`config.mk`:
```
export PLATFORM = sky130hd
export DESIGN_NAME = instr_fetch_unit_flat
export DESIGN_NICKNAME = d
export VERILOG_FILES = /design/src/rtl/fetch_pkg.sv /design/src/rtl/instr_fetch_unit_if.sv /design/src/rtl/instr_fetch_unit.sv /design/src/flat_wrapper.sv
export SDC_FILE = /design/constraint.sdc
export NUM_CORES = 1
export LEC_CHECK = 0
export CAP_MARGIN = 20
export CORE_MARGIN = 2
export CORE_UTILIZATION = 39
export DETAILED_ROUTE_END_ITERATION = 16
export PLACE_DENSITY_LB_ADDON = 0.15
export SLEW_MARGIN = 20
export SYNTH_ARGS = -nofsm -noshare
export SYNTH_HDL_FRONTEND = slang
export SYNTH_SLANG_ARGS = --single-unit
```
`constraint.sdc`:
```
create_clock -name clk -period 1.6 [get_ports clk]
set_clock_uncertainty 0.15 [all_clocks]
set_input_delay 0.48 -clock clk [delete_from_list [all_inputs] [get_ports clk]]
set_output_delay 0.48 -clock clk [all_outputs]
set_load 0.01 [all_outputs]
```
`src/rtl/fetch_pkg.sv`:
```
// ---------------------------------------------------------------------------
// fetch_pkg
// Shared types and constants for the instruction fetch unit.
//   fetch_state_t : fetch FSM state encoding
//   INSTR_NOP     : canonical RV32I NOP (addi x0, x0, 0)
// ---------------------------------------------------------------------------
package fetch_pkg;

    typedef enum logic [2:0] {
        IDLE = 3'd0,
        REQ  = 3'd1,
        WAIT = 3'd2,
        HOLD = 3'd3,
        DROP = 3'd4
    } fetch_state_t;

    localparam logic [31:0] INSTR_NOP = 32'h0000_0013;

endpackage

```
`src/rtl/instr_fetch_unit_if.sv`:
```
// ---------------------------------------------------------------------------
// instr_fetch_unit_if
// Instruction-memory request/response channel.
//   req_valid / req_ready / addr : read request handshake (fetch -> memory)
//   rsp_valid / rsp_data         : read response (memory -> fetch)
// Modports: master = fetch unit side, slave = memory side.
// ---------------------------------------------------------------------------
interface instr_fetch_unit_if #(
    parameter int ADDR_W = 32,
    parameter int DATA_W = 32
);

    logic              req_valid;
    logic              req_ready;
    logic [ADDR_W-1:0] addr;
    logic              rsp_valid;
    logic [DATA_W-1:0] rsp_data;

    modport master (
        output req_valid,
        output addr,
        input  req_ready,
        input  rsp_valid,
        input  rsp_data
    );

    modport slave (
        input  req_valid,
        input  addr,
        output req_ready,
        output rsp_valid,
        output rsp_data
    );

endinterface

```
`src/rtl/instr_fetch_unit.sv`:
```
// ---------------------------------------------------------------------------
// instr_fetch_unit
// Fetch stage behind the program counter: latches pc on an accepted
// fetch_start, issues one instruction-memory read, and holds the returned
// word for decode until decode takes it. A flush abandons any in-flight
// fetch; a request already accepted by memory is drained in DROP so its
// stale response never reaches decode.
//
// Ports:
//   clk, reset_n      clock, asynchronous active-low reset
//   pc, fetch_start   fetch request from the program counter
//   flush             redirect (branch / JAL / JALR)
//   busy              fetch_start is ignored while high
//   imem              instruction-memory channel (master modport)
//   instr_valid/ready decode handshake; instr, instr_pc are the held word
//   fetch_fault       one-cycle pulse on a misaligned pc
//
// Build option: define FETCH_ALIGN_CHECK_EN to reject misaligned pcs with
// a fetch_fault pulse instead of fetching the word-aligned address.
// ---------------------------------------------------------------------------
module instr_fetch_unit
    import fetch_pkg::*;
#(
    parameter int ADDR_W = 32,
    parameter int DATA_W = 32
) (
    input  logic                clk,
    input  logic                reset_n,
    input  logic [ADDR_W-1:0]   pc,
    input  logic                fetch_start,
    input  logic                flush,
    output logic                busy,
    instr_fetch_unit_if.master  imem,
    output logic                instr_valid,
    input  logic                instr_ready,
    output logic [DATA_W-1:0]   instr,
    output logic [ADDR_W-1:0]   instr_pc,
    output logic                fetch_fault
);

    fetch_state_t      state_r;
    fetch_state_t      state_nxt_s;
    logic [ADDR_W-1:0] pc_lat_r;
    logic [DATA_W-1:0] instr_r;
    logic [ADDR_W-1:0] instr_pc_r;
    logic              busy_r;
    logic              req_valid_r;
    logic              instr_valid_r;
    logic              fetch_fault_r;
    logic              misalign_s;
    logic              load_pc_s;
    logic              load_instr_s;
    logic              fault_s;

`ifdef FETCH_ALIGN_CHECK_EN
    assign misalign_s = (pc[1:0] != 2'b00);
`else
    assign misalign_s = 1'b0;
`endif

    // Next-state and datapath-load decode; flush outranks every other input.
    always_comb begin
        state_nxt_s  = state_r;
        load_pc_s    = 1'b0;
        load_instr_s = 1'b0;
        fault_s      = 1'b0;
        case (state_r)
            IDLE: begin
                if (fetch_start) begin
                    if (misalign_s) begin
                        fault_s = 1'b1;
                    end else begin
                        load_pc_s   = 1'b1;
                        state_nxt_s = REQ;
                    end
                end else begin
                    state_nxt_s = IDLE;
                end
            end
            REQ: begin
                if (flush) begin
                    // A request memory has already taken must still be drained.
                    state_nxt_s = imem.req_ready ? DROP : IDLE;
                end else if (imem.req_ready) begin
                    state_nxt_s = WAIT;
                end else begin
                    state_nxt_s = REQ;
                end
            end
            WAIT: begin
                if (flush) begin
                    state_nxt_s = imem.rsp_valid ? IDLE : DROP;
                end else if (imem.rsp_valid) begin
                    load_instr_s = 1'b1;
                    state_nxt_s  = HOLD;
                end else begin
                    state_nxt_s = WAIT;
                end
            end
            HOLD: begin
                if (flush) begin
                    state_nxt_s = IDLE;
                end else if (instr_ready) begin
                    // Back-to-back fetch: accept the next pc in the handoff cycle.
                    if (fetch_start && !misalign_s) begin
                        load_pc_s   = 1'b1;
                        state_nxt_s = REQ;
                    end else begin
                        fault_s     = fetch_start;
                        state_nxt_s = IDLE;
                    end
                end else begin
                    state_nxt_s = HOLD;
                end
            end
            DROP: begin
                if (imem.rsp_valid) begin
                    state_nxt_s = IDLE;
                end else begin
                    state_nxt_s = DROP;
                end
            end
            default: begin
                state_nxt_s = IDLE;
            end
        endcase
    end

    // State, address/instruction registers and registered status outputs.
    always_ff @(posedge clk or negedge reset_n) begin
        if (!reset_n) begin
            state_r       <= IDLE;
            pc_lat_r      <= {ADDR_W{1'b0}};
            instr_r       <= {DATA_W{1'b0}};
            instr_pc_r    <= {ADDR_W{1'b0}};
            busy_r        <= 1'b0;
            req_valid_r   <= 1'b0;
            instr_valid_r <= 1'b0;
            fetch_fault_r <= 1'b0;
        end else begin
            state_r <= state_nxt_s;
            if (load_pc_s) begin
                pc_lat_r <= pc;
            end
            if (load_instr_s) begin
                instr_r    <= imem.rsp_data;
                instr_pc_r <= pc_lat_r;
            end
            busy_r        <= (state_nxt_s == REQ) || (state_nxt_s == WAIT) ||
                             (state_nxt_s == DROP);
            req_valid_r   <= (state_nxt_s == REQ);
            instr_valid_r <= (state_nxt_s == HOLD);
            fetch_fault_r <= fault_s;
        end
    end

    assign busy           = busy_r;
    assign imem.req_valid = req_valid_r;
    assign imem.addr      = {pc_lat_r[ADDR_W-1:2], 2'b00};
    assign instr_valid    = instr_valid_r;
    assign instr          = instr_r;
    assign instr_pc       = instr_pc_r;
    assign fetch_fault    = fetch_fault_r;

endmodule

```
`src/flat_wrapper.sv`:
```
// flat-port wrapper written by rule: the top's interface ports become plain ports
module instr_fetch_unit_flat import fetch_pkg::*;
#(
    parameter int ADDR_W = 32,
    parameter int DATA_W = 32
)
  (clk, reset_n, pc, fetch_start, flush, busy, instr_valid, instr_ready, instr, instr_pc, fetch_fault, imem_req_valid, imem_addr, imem_req_ready, imem_rsp_valid, imem_rsp_data);
  instr_fetch_unit_if #(.ADDR_W(ADDR_W), .DATA_W(DATA_W)) imem_i ();
  input  logic clk;
  input  logic reset_n;
  input  logic [ADDR_W-1:0] pc;
  input  logic fetch_start;
  input  logic flush;
  output logic busy;
  output logic instr_valid;
  input  logic instr_ready;
  output logic [DATA_W-1:0] instr;
  output logic [ADDR_W-1:0] instr_pc;
  output logic fetch_fault;
  output wire logic [$bits(imem_i.req_valid)-1:0] imem_req_valid;
  output wire logic [$bits(imem_i.addr)-1:0] imem_addr;
  input wire logic [$bits(imem_i.req_ready)-1:0] imem_req_ready;
  input wire logic [$bits(imem_i.rsp_valid)-1:0] imem_rsp_valid;
  input wire logic [$bits(imem_i.rsp_data)-1:0] imem_rsp_data;
  assign imem_req_valid = imem_i.req_valid;
  assign imem_addr = imem_i.addr;
  assign imem_i.req_ready = imem_req_ready;
  assign imem_i.rsp_valid = imem_rsp_valid;
  assign imem_i.rsp_data = imem_rsp_data;
  instr_fetch_unit #(.ADDR_W(ADDR_W), .DATA_W(DATA_W)) u_core (.clk(clk), .reset_n(reset_n), .pc(pc), .fetch_start(fetch_start), .flush(flush), .busy(busy), .imem(imem_i), .instr_valid(instr_valid), .instr_ready(instr_ready), .instr(instr), .instr_pc(instr_pc), .fetch_fault(fetch_fault));
endmodule
```
Word-level counts from Yosys, hierarchy flattened
Cells that the tools add are included.
W data, S select, Z words.

cells by class
  eq/ne operators = 8
  reductions and logical operators = 3
  multiplexer cells = 17

operator list
  operator              number
  $mux W3               5
  $pmux W3 S5           1
  $eq A3 B2 Y1 const B  4
  $mux W1               8
  $eq A3 B1 Y1 const B  2
  $eq A3 B3 Y1 const B  2
  $mux W2               2
  $logic_not A3 Y1      1
  $logic_or A1 B1 Y1    2
  $pmux W1 S2           1

word-level totals
  register bits = 102
  output and inout port bits = 100

Depth between registers and ports, before layout
  depth after elaboration = 7
  mapped depth = 7

Least setup slack after synthesis
Ideal clock, no wire load.

  path kind = input to register
  start point = input flush
  end point = register u_core.pc_lat_r[10]
  stages on the path = 6
  data required time = 1.325 ns
  path buffers = 2
  setup slack = -0.093 ns
  arrival = 1.418 ns
  path through = nand2b_1 > o22ai_1 > and3_1 > buf_6 > buf_12 > mux2_4

on the way
  word-level cells in the longest chain between the ends = 2

RTL lines
  item                    RTL line                 RTL
  start: declaration      flat_wrapper.sv:13       input logic flush;
  $mux W1                 instr_fetch_unit.sv:101  if (flush) begin
  $pmux W1 S2             instr_fetch_unit.sv:67   case (state_r)
  end signal: assignment  instr_fetch_unit.sv:133  pc_lat_r <= {ADDR_W{1'b0}};
  end signal: assignment  instr_fetch_unit.sv:143  pc_lat_r <= pc;
  end: declaration        instr_fetch_unit.sv:43   logic [ADDR_W-1:0] pc_lat_r;

Every way passes these cells.
A chain may end at the register's enable or synchronous reset.

Final worst setup path
  start point = input flush
  end point = register u_core.instr_pc_r[21] (netlist: u_core.instr_pc[21])

on the way
  word-level cells in the longest chain between the ends = 2

RTL lines
  item                    RTL line                 RTL
  $mux W1                 instr_fetch_unit.sv:91   if (flush) begin
  $mux W1                 instr_fetch_unit.sv:67
  end signal: assignment  instr_fetch_unit.sv:135  instr_pc_r <= {ADDR_W{1'b0}};
  end signal: assignment  instr_fetch_unit.sv:147  instr_pc_r <= pc_lat_r;
  end: declaration        instr_fetch_unit.sv:45   logic [ADDR_W-1:0] instr_pc_r;

Every way passes these cells.

==> results.cfg <==
[timing]
period_share_pct = 110
finalSetupViolations = 98
max_freq_mhz = 568
rsz0062_at_grt = yes
setup-tns-final_ns = -12.48
finalCriticalPeriod_ns = 1.76
hold_slack_ns = 0.357
setup_slack_ns = -0.160
drv_slew = 0
final_hold_viol_count = 0

[critical_path]
r2r-start = u_core.state_r[1]
path_class = in -> reg
start_kind = primary input
crit_path_top_delay_cell = mux2_2
worstSetupPathDepth = 7
crit_top_cell = buf_6
cp.required_ns = 1.70
cp_cell_sequence = dlygate4sd2_1 -> buf_6 -> nor2_4 -> nand4b_1 -> buf_6 -> buf_12 -> mux2_2
end_kind = flip-flop
worst-path-buf-inv = 4
startpoint = flush
crit_family = buffers and inverters
r2r_cells = 6
crit_path_max_incr_delay_ns = 0.27
critPathArrivalTime_ns = 1.86
cp_max_fo = 10

[grt]
gr-total-overflow = 0
grt_busiest_layer = met2
grt_usage_pct = 16.6
grt_pass1_vias = 2936
grt_use_met2_pct = 29.1
grt.met3_usage_pct = 4.48
grt_antenna_before_repair = 0
grt_pass1_wl_mm = 14.9
grt_max_degree = 30
met1_usage_pct = 19.8

[clocking]
cts-buffers-inserted = 9
clk_pin_slew_ns = 0.10
cts-root-buf = clkbuf_8
cts_tree = yes
clock_sinks = 102
clk_latency_ns = 0.36
cts.path.max_buffers = 2
htreeDepth = 3

[placement]
portBuffers = 167
dp_cells = 558
dp_hpwl_mm = 6.70
gp_congestion = 0.828
dp_slack_ns = -0.716

[floorplanning]
die-area_mm2 = 0.0119
core_mm2 = 0.0108
rows = 38
dieWidth_um = 109
start_util_pct = 39.8
ios = 171
die_height_um = 109

[pwr]
peakVddDrop_mv = 0.984
power_density_mw_per_mm2 = 1810
leakagePower_nw = 3.17

[cells_and_area]
stdcell_count = 613
antennaDiodeCount = 0
finalNetCount = 539
utilization_pct = 58.1
final_cell_mix = dfrtp_1 (102), buf_2 (97), mux2_2 (66), clkdlybuf4s50_1 (66), buf_4 (40)
final_common_cell = dfrtp_1
area_growth_pct = 46.0
fillers = 945
final_layout_size_suffix_gt1_share_pct = 59.8

[route]
routed_wl_mm = 9.91
viasPerCell = 4.58
wire_per_inst_um = 16.2
num_vias = 2807
drt_iter0_drc = 67
ant_nets = 0
drc = 0
drtPass1Iterations = 3

[logic_synthesis]
yosys_warnings = 0
avgSynthCellArea_um2 = 15.9
ys_seq_area_share_pct = 59.5
syn_inst = 270
synth_seq_cells = 102
syn_area_mm2 = 0.00429
synth.distinct_cells = 26

[min_path]
whs_path_depth = 1
holdCritPathClass = reg -> reg
worstHoldStart = u_core.instr[29]

[run]
cap_violations = 0

[status]
status = finished, violations left
violations = setup timing
## worst register-to-register path, stage by stage, from the launching register on
cell and delay, ns:
dfrtp_1 0.42, buf_6 0.13, o22ai_2 0.15, and3_4 0.21, buf_12 0.14, buf_12 0.14
mux2_4 0.30
## state kept, by name, indices dropped and copies added, names as in the netlist
name / cells
u_core.busy: 1
u_core.imem.req_valid: 1
u_core.instr: 32
u_core.instr_pc: 32
u_core.instr_valid: 1
u_core.pc_lat_r: 32
u_core.state_r: 3
## cell usage after synthesis
cell       number  area share, %
or3_2           1           0.17
nand2b_1        4           0.58
nor3b_1         1           0.17
buf_2           1           0.12
and3_1          3           0.44
nor2_1          1          0.087
o21ai_0         1           0.12
conb_1          1          0.087
a31oi_1         1           0.15
o2111ai_1       1           0.20
nand3b_1        1           0.17
o22ai_1         1           0.15
a21boi_0        1           0.17
nand4b_1        1           0.20
a21oi_1         1           0.12
dfrtp_1       102             59
and3b_2         1           0.23
inv_1           2           0.17
a211o_1         1           0.20
mux2_2         66             17
mux2_4         30             10
nand2_1         3           0.26
o211ai_1        1           0.17
buf_12          3            1.4
buf_6           2           0.52
buf_4          39            6.8
## final cells by class
cell class	instances	area [µm²]	share of cell area (%)
sequential	102	2550	40.7
timing repair buffer	230	1910	30.4
multi-input combinational	123	1410	22.5
tap	140	175	2.79
clock buffer	10	138	2.20
clock inverter	6	76.3	1.22
inverter	2	7.51	0.120
## cells by family (layout without fill, tap and decap cells)
group,count (synthesis),count (layout),synth area share (%)
other cells,1,3,0.0874
compound gates,8,8,1.28
simple gates,16,16,2.33
flops,102,102,59.5
mux,96,96,27.8
buf+inv,47,248,9.04
## where the power goes
group / internal (W) / total (W) / switching, W
clock network: 0.000795 / 0.00173 / 0.000935
logic: 0.00313 / 0.00522 / 0.00209
registers: 0.00377 / 0.00437 / 0.000599
## through the flow
| step | area [µm²] | power [W] |
|---|---|---|
| 6_report | 6270 | 0.0113 |
| 5_1_grt | 6270 | 0.0120 |
| 4_1_cts | 6220 | 0.0115 |
| 3_5_place_dp | 6050 | 0.0101 |
| 3_3_place_gp | 6050 | 0.00993 |
| 2_1_floorplan | 4310 | 0.00744 |
## routing by layer
metal | vias to the layer above | share of wire [%]
met3 | 8 | 8.6
met5 | - | 0
li1 | 1299 | -
met2 | 103 | 51
met4 | 0 | 1.1
met1 | 1397 | 39
## final timing paths
check,to,slack [ns]
max,u_core.instr_pc[21],-0.16
min,u_core.instr[29],0.36
max reg2reg,u_core.pc_lat_r[3],-0.15
min reg2reg,u_core.instr[29],0.36
max in group asynchronous,u_core.pc_lat_r[21],0.38
min in group asynchronous,u_core.instr[24],0.44
## timing repair
| item | CTS | global route |
|---|---|---|
| setup endpoints to repair | 195 | 102 |
| pin swaps | 5 | 3 |
| setup buffers | 31 | 3 |
| gates resized for setup | 407 | 13 |
| endpoints found under the hold margin | 19 | 0 |
| cloned | 5 | 1 |
| hold buffers | 1 | 0 |
Note: power is estimated with default switching activity, not from simulation.
